**config.mk**
```make
export PLATFORM = sky130hd
export DESIGN_NAME = bcd_scan_counter
export DESIGN_NICKNAME = d
export VERILOG_FILES = /design/src/rtl/bcd_scan_counter.sv
export SDC_FILE = /design/constraint.sdc
export NUM_CORES = 1
export LEC_CHECK = 0
export BUFFER_PORTS_ARGS = -buffer_cell sky130_fd_sc_hd__buf_2
export CORE_MARGIN = 5
export CORE_UTILIZATION = 30
export DETAILED_ROUTE_END_ITERATION = 16
export GPL_TIMING_DRIVEN = 1
export PLACE_DENSITY = 0.57
export REMOVE_ABC_BUFFERS = 1
export SKIP_CTS_REPAIR_TIMING = 1
export SLEW_MARGIN = 20
export SYNTH_ARGS = -nofsm -noshare
export SYNTH_HDL_FRONTEND = slang
export SYNTH_SLANG_ARGS = --single-unit
```
**constraint.sdc**
```tcl
create_clock -name clk -period 3.65 [get_ports clk]
set_clock_uncertainty 0.05 [all_clocks]
set_input_delay 0 -clock clk [delete_from_list [all_inputs] [get_ports clk]]
set_output_delay 0 -clock clk [all_outputs]
set_load 0.01 [all_outputs]
```
**src/rtl/bcd_scan_counter.sv**
```systemverilog
// Multi-digit BCD up/down counter with prescaler and time-multiplexed digit scan.
// Define HEX_MODE_EN to make every digit count 0..F instead of 0..9.
module bcd_scan_counter #(
  parameter int unsigned PRESCALE = 4,
  parameter int unsigned SCAN_DIV = 2,
  parameter int unsigned DIGITS   = 4
) (
  input  logic                  clk,
  input  logic                  rst,
  input  logic                  en,
  input  logic                  up_dn,
  input  logic                  clear,
  output logic [3:0]            digit_out,
  output logic [DIGITS-1:0]     digit_sel,
  output logic [4*DIGITS-1:0]   value_bcd,
  output logic                  carry_out
);

`ifdef HEX_MODE_EN
  localparam logic [3:0] DMAX = 4'hF;
`else
  localparam logic [3:0] DMAX = 4'd9;
`endif

  localparam int unsigned PW = (PRESCALE > 1) ? $clog2(PRESCALE) : 1;
  localparam int unsigned SW = (SCAN_DIV > 1) ? $clog2(SCAN_DIV) : 1;
  localparam int unsigned IW = (DIGITS   > 1) ? $clog2(DIGITS)   : 1;

  localparam logic [PW-1:0] PRE_LAST  = PW'(PRESCALE - 1);
  localparam logic [SW-1:0] SCAN_LAST = SW'(SCAN_DIV - 1);
  localparam logic [IW-1:0] IDX_LAST  = IW'(DIGITS - 1);

  logic [PW-1:0]          presc_q, presc_d;
  logic [SW-1:0]          scan_q, scan_d;
  logic [IW-1:0]          idx_q, idx_d;
  logic [4*DIGITS-1:0]    cnt_q, cnt_d;
  logic                   carry_q, carry_d;
  logic [DIGITS-1:0]      sel_q, sel_d;
  logic [3:0]             out_q, out_d;

  logic                   tick;
  logic                   ripple;
  logic [3:0]             dig;
  logic [4*DIGITS-1:0]    cnt_step;

  // Prescaler: holds while disabled, restarts on clear.
  assign tick = en && !clear && (presc_q == PRE_LAST);

  always_comb begin
    presc_d = presc_q;
    if (clear) begin
      presc_d = '0;
    end else if (en) begin
      presc_d = tick ? '0 : presc_q + 1'b1;
    end
  end

  // Digit-serial ripple: each digit moves only while every lower digit wrapped;
  // ripple surviving past the top digit marks a full-counter wrap.
  always_comb begin
    cnt_step = cnt_q;
    ripple   = 1'b1;
    dig      = '0;
    for (int unsigned i = 0; i < DIGITS; i++) begin
      dig = cnt_q[4*i +: 4];
      if (ripple) begin
        if (up_dn) begin
          if (dig == DMAX) begin
            cnt_step[4*i +: 4] = '0;
          end else begin
            cnt_step[4*i +: 4] = dig + 4'd1;
            ripple = 1'b0;
          end
        end else begin
          if (dig == 4'd0) begin
            cnt_step[4*i +: 4] = DMAX;
          end else begin
            cnt_step[4*i +: 4] = dig - 4'd1;
            ripple = 1'b0;
          end
        end
      end
    end
  end

  always_comb begin
    cnt_d   = cnt_q;
    carry_d = 1'b0;
    if (clear) begin
      cnt_d = '0;
    end else if (tick) begin
      cnt_d   = cnt_step;
      carry_d = ripple;
    end
  end

  // Scan runs regardless of en/clear.
  always_comb begin
    scan_d = scan_q + 1'b1;
    idx_d  = idx_q;
    if (scan_q == SCAN_LAST) begin
      scan_d = '0;
      idx_d  = (idx_q == IDX_LAST) ? '0 : idx_q + 1'b1;
    end
  end

  // Select and nibble both derive from idx_d so they always change together.
  always_comb begin
    sel_d = '0;
    out_d = '0;
    for (int unsigned i = 0; i < DIGITS; i++) begin
      if (idx_d == IW'(i)) begin
        sel_d[i] = 1'b1;
        out_d    = cnt_q[4*i +: 4];
      end
    end
  end

  always_ff @(posedge clk or negedge rst) begin
    if (!rst) begin
      presc_q <= '0;
      scan_q  <= '0;
      idx_q   <= '0;
      cnt_q   <= '0;
      carry_q <= 1'b0;
      sel_q   <= DIGITS'(1);
      out_q   <= '0;
    end else begin
      presc_q <= presc_d;
      scan_q  <= scan_d;
      idx_q   <= idx_d;
      cnt_q   <= cnt_d;
      carry_q <= carry_d;
      sel_q   <= sel_d;
      out_q   <= out_d;
    end
  end

  assign digit_out = out_q;
  assign digit_sel = sel_q;
  assign value_bcd = cnt_q;
  assign carry_out = carry_q;

endmodule

```
== Yosys cells after proc, flatten, opt, wreduce, memory -nomap -nowiden ==
Cells that the tools add are included.

* Flip-flop bits (word level): 30
* Word-level logic and storage cells: 94
* Output and inout bits: 25
* Input bits: 5

* Equality and inequality tests: 9
* Reduce and logical (&&, ||, !) cells: 16
* Mux-type cells: 48
* Add/subtract/negate cells: 11

{| class="wikitable"
|+ Operator list
! operator !! number
|-
| $mux W4 || 19
|-
| $mux W16 || 2
|-
| $mux W1 || 22
|-
| $add A4 B1 Y4 const B || 4
|-
| $eq A4 B4 Y1 const B || 4
|-
| $logic_not A4 Y1 || 4
|-
| $sub A4 B1 Y4 const B || 4
|-
| $mux W2 || 5
|-
| $reduce_bool A2 Y1 || 5
|-
| $eq A2 B2 Y1 const B || 4
|-
| $reduce_and A2 Y1 || 3
|-
| $add A2 B1 Y2 const B || 2
|-
| $eq A2 B1 Y1 const B || 1
|-
| $logic_and A1 B1 Y1 || 2
|-
| $logic_not A2 Y1 || 1
|-
| $add A1 B1 Y1 const B || 1
|-
| $logic_not A1 Y1 || 1
|}

== Longest topological paths before layout ==
* Depth in word-level cells: 8
* Depth in mapped cells: 7
* Mapped depth without buffers: 7

== Least setup slack after synthesis ==
Ideal clock, no wire load.

* Path type: reg2reg
* From: register cnt_q[0], in the netlist value_bcd[0]
* To: register cnt_q[12], in the netlist value_bcd[12]
* Arrival: 1.839 ns
* Stages on the path, launching flop included: 8
* Setup time: 0.122 ns
* Path buffers: 0
* Data required time: 3.478 ns
* Period minus slack after synthesis: 2.010 ns
* Slack: 1.640 ns
* Cells stage by stage: dfrtp_1 -> inv_1 -> ha_1 -> nor3b_2 -> o2111ai_4 -> nor4_4 -> nor2_1 -> a32o_1

* Longest elaborated chain between the ends: 7
* Elaborated cells on any way between the ends: 9
* Classes of those cells: eq/ne (1); mux (5); reduce/logical (3)

{| class="wikitable"
|+ RTL lines
! element !! RTL line !! text
|-
| start, declared || 36 || <nowiki>logic [4*DIGITS-1:0] cnt_q, cnt_d;</nowiki>
|-
| start signal, assigned || 132 || <nowiki>cnt_q <= cnt_d;</nowiki>
|-
| $eq A4 B4 Y1 / $logic_not A4 Y1 (equally long branches) || 68, 75 ||
|-
| $mux W1 (on tied branches) || 68, 75 ||
|-
| $mux W1 * || 67 || <nowiki>if (up_dn) begin</nowiki>
|-
| $mux W1 * (2 in series) || 66 || <nowiki>if (ripple) begin</nowiki>
|-
| $reduce_bool A2 Y1 (no source line) * || n/a ||
|-
| $reduce_and A2 Y1 (no source line) * || n/a ||
|}

Every way passes the cells marked *; elsewhere a longest branch is shown, timed or not.
A chain may end at the register's enable or synchronous reset.

== Worst setup path after layout ==
Same ends and word-level chain as after synthesis.

==> run_results.csv <==
group,metric,value,unit
timing,post-route-min-period,2.21,ns
finish,fill_cells,740,
clocking,numCtsBuffers,5,
global_routing,grt_pass1_vias,1664,
power,power.total,736,uW
finish,area_growth,14.7,%
synthesis,yosys_most_used_dff,"dfrtp_1",
power,power.density,302,mW/mm^2
timing,tns,0,ns
global_routing,antenna_found_initial,0,
critical_path,worstSetupStartpointType,"flip-flop",
route,drt-pass1-iter-count,4,
timing,final_hold_viol_count,1,
place,place.gp.congestion,0.770,
critical_path,critPathBufInv,1,
clocking,clk_pin_slew,0.07,ns
power,leakage,0.00109,uW
power,switching_share,24.7,%
die,initial_core_util,31.1,%
die,die_y,94.1,microns
clocking,cts_root_buf,"clkbuf_8",
global_routing,overflow,0,
critical_path,rr_worst_depth,7,
critical_path,crit_required,3.77,ns
route,drc,0,
power,intPower,554,uW
route,drt-met1-wl,2490,microns
timing,setup_violations,0,
synthesis,syn_area_per_cell,9.00,sq um
finish,antennaDiodeCount,0,
route,vias,1779,
power,irDropWorstVdd,0.138,mV
place,hpwlAfterDp,3580,microns
outcome,violations,"negative hold slack",
synthesis,synth_cell_types,50,
timing,worst_pin_slew,0.895,ns
timing,fin_ws,1.44,ns
synthesis,yosysWarnings,0,
finish,multi_input_area,0.00123,sq mm
clocking,clkLatencyLatePin,0.29,ns
finish,postLayoutCellArea,0.00244,sq mm
synthesis,synth-edff-count,0,
place,placed_area,0.00232,sq mm
power,seqPwrFrac,47.1,%
critical_path,r2r_slack,1.44,ns
critical_path,r2r-end,"value_bcd[12]",
power,p_clk_share,43.3,%
synthesis,async_reset_ff_share,100,%
synthesis,synth_area,0.00212,sq mm
place,io_buffers,29,
clocking,cts.path.max_buffers,2,
timing,whs,-0.0207,ns
timing,max-slew-margin-rel,39.9,%
critical_path,path_class,"flip-flop to flip-flop",
place,pre_cts_ws,1.42,ns
critical_path,crit_family,"simple AND/OR/NAND/NOR gates",
synthesis,synth_cells,236,
clocking,cts.sinks,30,
timing,fmax,453,MHz
finish,regArea,752,sq um
route,ant_nets,0,
die,design.core.area,0.00683,sq mm
clocking,cts_tree,"done",
power,combPwrFrac,9.6,%
critical_path,worstPathCellList,"inv_1 > ha_1 > nor3b_2 > o2111ai_4 > nor4_4 > nor2_1 > a32o_1",
power,p_sw,182,uW
finish,drive_above_1_share,19.3,%
synthesis,ys_ff_latch,30,
critical_path,r2r-start,"value_bcd[0]",
clocking,ctsHtreeMaxLevel,2,
run,cap_violations,0,
timing,drv_slew,0,
finish,nNetsFinal,279,
global_routing,grt.total_usage,12.2,%
timing,rsz0062_at_grt,"no",
die,die_w,94.1,microns
hold_path,hp-class,"input port to flip-flop",
critical_path,cpMaxStageDelayCell,"dfrtp_1",
timing,fin_crit_sh,60.5,%
global_routing,grt_pass1_wl,8520,microns
outcome,status,"finished, violations left",
route,route.met3.wl,256,microns
route,wl_per_cell,14.1,microns
hold_path,holdPathStages,3,
route,via_per_inst,5.01,
route,drt_iter0_drc,94,
critical_path,path_max_fanout,11,
global_routing,grt_max_degree,40,
hold_path,hold_end,"presc_q[1]",
critical_path,crit_arrival,2.33,ns
synthesis,seq_area_frac_synth,35.4,%
die,rows,30,
route,routed.top_layer,"met4",
hold_path,hold_start,"en",
die,dieArea,0.00886,sq mm
critical_path,slowest_delay,0.49,ns
critical_path,critPathCaptureType,"flip-flop",
die,ios,30,
route,wl,5000,microns
route,wl_met2,2180,microns
==> state kept, by name (all words and copies together), names as in the netlist <==
register   count
value_bcd     16
digit_out      4
digit_sel      4
idx_q          2
presc_q        2
carry_out      1
scan_q         1
==> cell usage after synthesis, drive strengths merged (3+ instances only) <==
| cell | n | area share (%) |
|---|---|---|
| mux2i | 7 | 3.3 |
| inv | 17 | 3.0 |
| o21ai | 10 | 2.4 |
| clkbuf | 8 | 1.4 |
| o31ai | 7 | 2.5 |
| nor3 | 4 | 1.5 |
| a21oi | 10 | 2.4 |
| a31oi | 3 | 0.88 |
| buf | 7 | 2.0 |
| nor2b | 3 | 0.88 |
| xnor2 | 3 | 1.2 |
| and2 | 4 | 1.2 |
| nand2b | 5 | 1.5 |
| nor2 | 24 | 4.2 |
| ha | 16 | 9.4 |
| o22a | 4 | 1.6 |
| nand2 | 16 | 2.8 |
| dfrtp | 29 | 34 |
| nand3 | 10 | 2.4 |
| o211ai | 9 | 3.2 |
| nor3b | 3 | 1.5 |
| o21bai | 3 | 1.1 |
| o22ai | 5 | 1.5 |
| a211oi | 4 | 1.4 |
==> cells in the final DEF, fill, tap and decap left out, types with 3 or more instances in the layout <==
master | netlist | layout
nand3_1 | 10 | 10
nor2_1 | 24 | 24
ha_1 | 16 | 16
nor2b_1 | 3 | 3
o21bai_1 | 3 | 3
o211ai_1 | 9 | 9
clkbuf_8 | 0 | 8
a31oi_1 | 3 | 3
and2_1 | 4 | 4
inv_1 | 17 | 17
xnor2_1 | 3 | 3
dfrtp_1 | 29 | 29
o21ai_0 | 10 | 10
o22ai_1 | 5 | 5
o22a_1 | 4 | 4
nand2_1 | 16 | 16
a211oi_1 | 4 | 4
mux2i_1 | 7 | 7
o31ai_1 | 7 | 7
nor3_1 | 3 | 3
a21oi_1 | 10 | 10
nand2b_1 | 5 | 5
buf_2 | 4 | 29
==> kinds of logic after synthesis <==
family | after synthesis | synth area share [%]
fa+ha+maj | 16 | 9.43
compound gates | 68 | 23.2
flops | 30 | 35.4
mux | 9 | 4.36
xor+xnor | 3 | 1.24
buf+inv | 32 | 6.42
simple gates | 78 | 20.0
==> metal layers <==
layer / global-route usage (%) / vias to the layer above
met2: 17.9 / 45
li1: - / 891
met1: 16.9 / 837
met3: 3.61 / 6
met4: 3.85 / 0
met5: 0 / -
==> power groups by stage <==
stage / sequential (uW) / clock (uW) / combinational (uW)
finish: 347 / 319 / 70.6
detailed placement: 353 / 0 / 70.8
global route: 348 / 342 / 80.9
floorplan: 352 / 0 / 39.0
CTS: 347 / 326 / 71.0
global placement: 353 / 0 / 70.0
==> cell type report <==
type / count / area share (%)
clock buffer: 8 / 4.52
inverter: 17 / 2.62
multi-input combinational: 174 / 50.7
sequential: 30 / 30.9
tap: 96 / 4.93
timing repair buffer: 30 / 6.37
==> stage by stage <==
stage               cells  util, %  hold WS (ns)
detailed placement    346     33.9        0.0535
CTS                   354     35.5        -0.260
global route          355     35.7        0.0362
finish                355     35.7       -0.0207
global placement      346     33.9        0.0396
floorplan             221        -        -0.346
==> how the worst max path moves through the flow <==
| stage | start | endpoint | slack (ns) | cells past startpoint |
|---|---|---|---|---|
| 3_3_place_gp | value_bcd[1] | value_bcd[15] | 1.46 | 7 |
| 5_1_grt | value_bcd[0] | value_bcd[12] | 1.25 | 7 |
| 4_1_cts | value_bcd[1] | value_bcd[13] | 1.42 | 7 |
| 2_1_floorplan | value_bcd[0] | value_bcd[12] | 1.64 | 7 |
| 6_report | value_bcd[0] | value_bcd[12] | 1.44 | 7 |
| 3_5_place_dp | value_bcd[0] | value_bcd[12] | 1.42 | 7 |
==> worst reg2reg max path, cell delays in order, from the launching register on <==
cell and delay [ns]:
dfrtp_1 0.49, inv_1 0.15, ha_1 0.21, nor3b_2 0.29, o2111ai_4 0.25, nor4_4 0.29, nor2_1 0.14, a32o_1 0.23
Note: power is estimated with default switching activity, not from simulation.
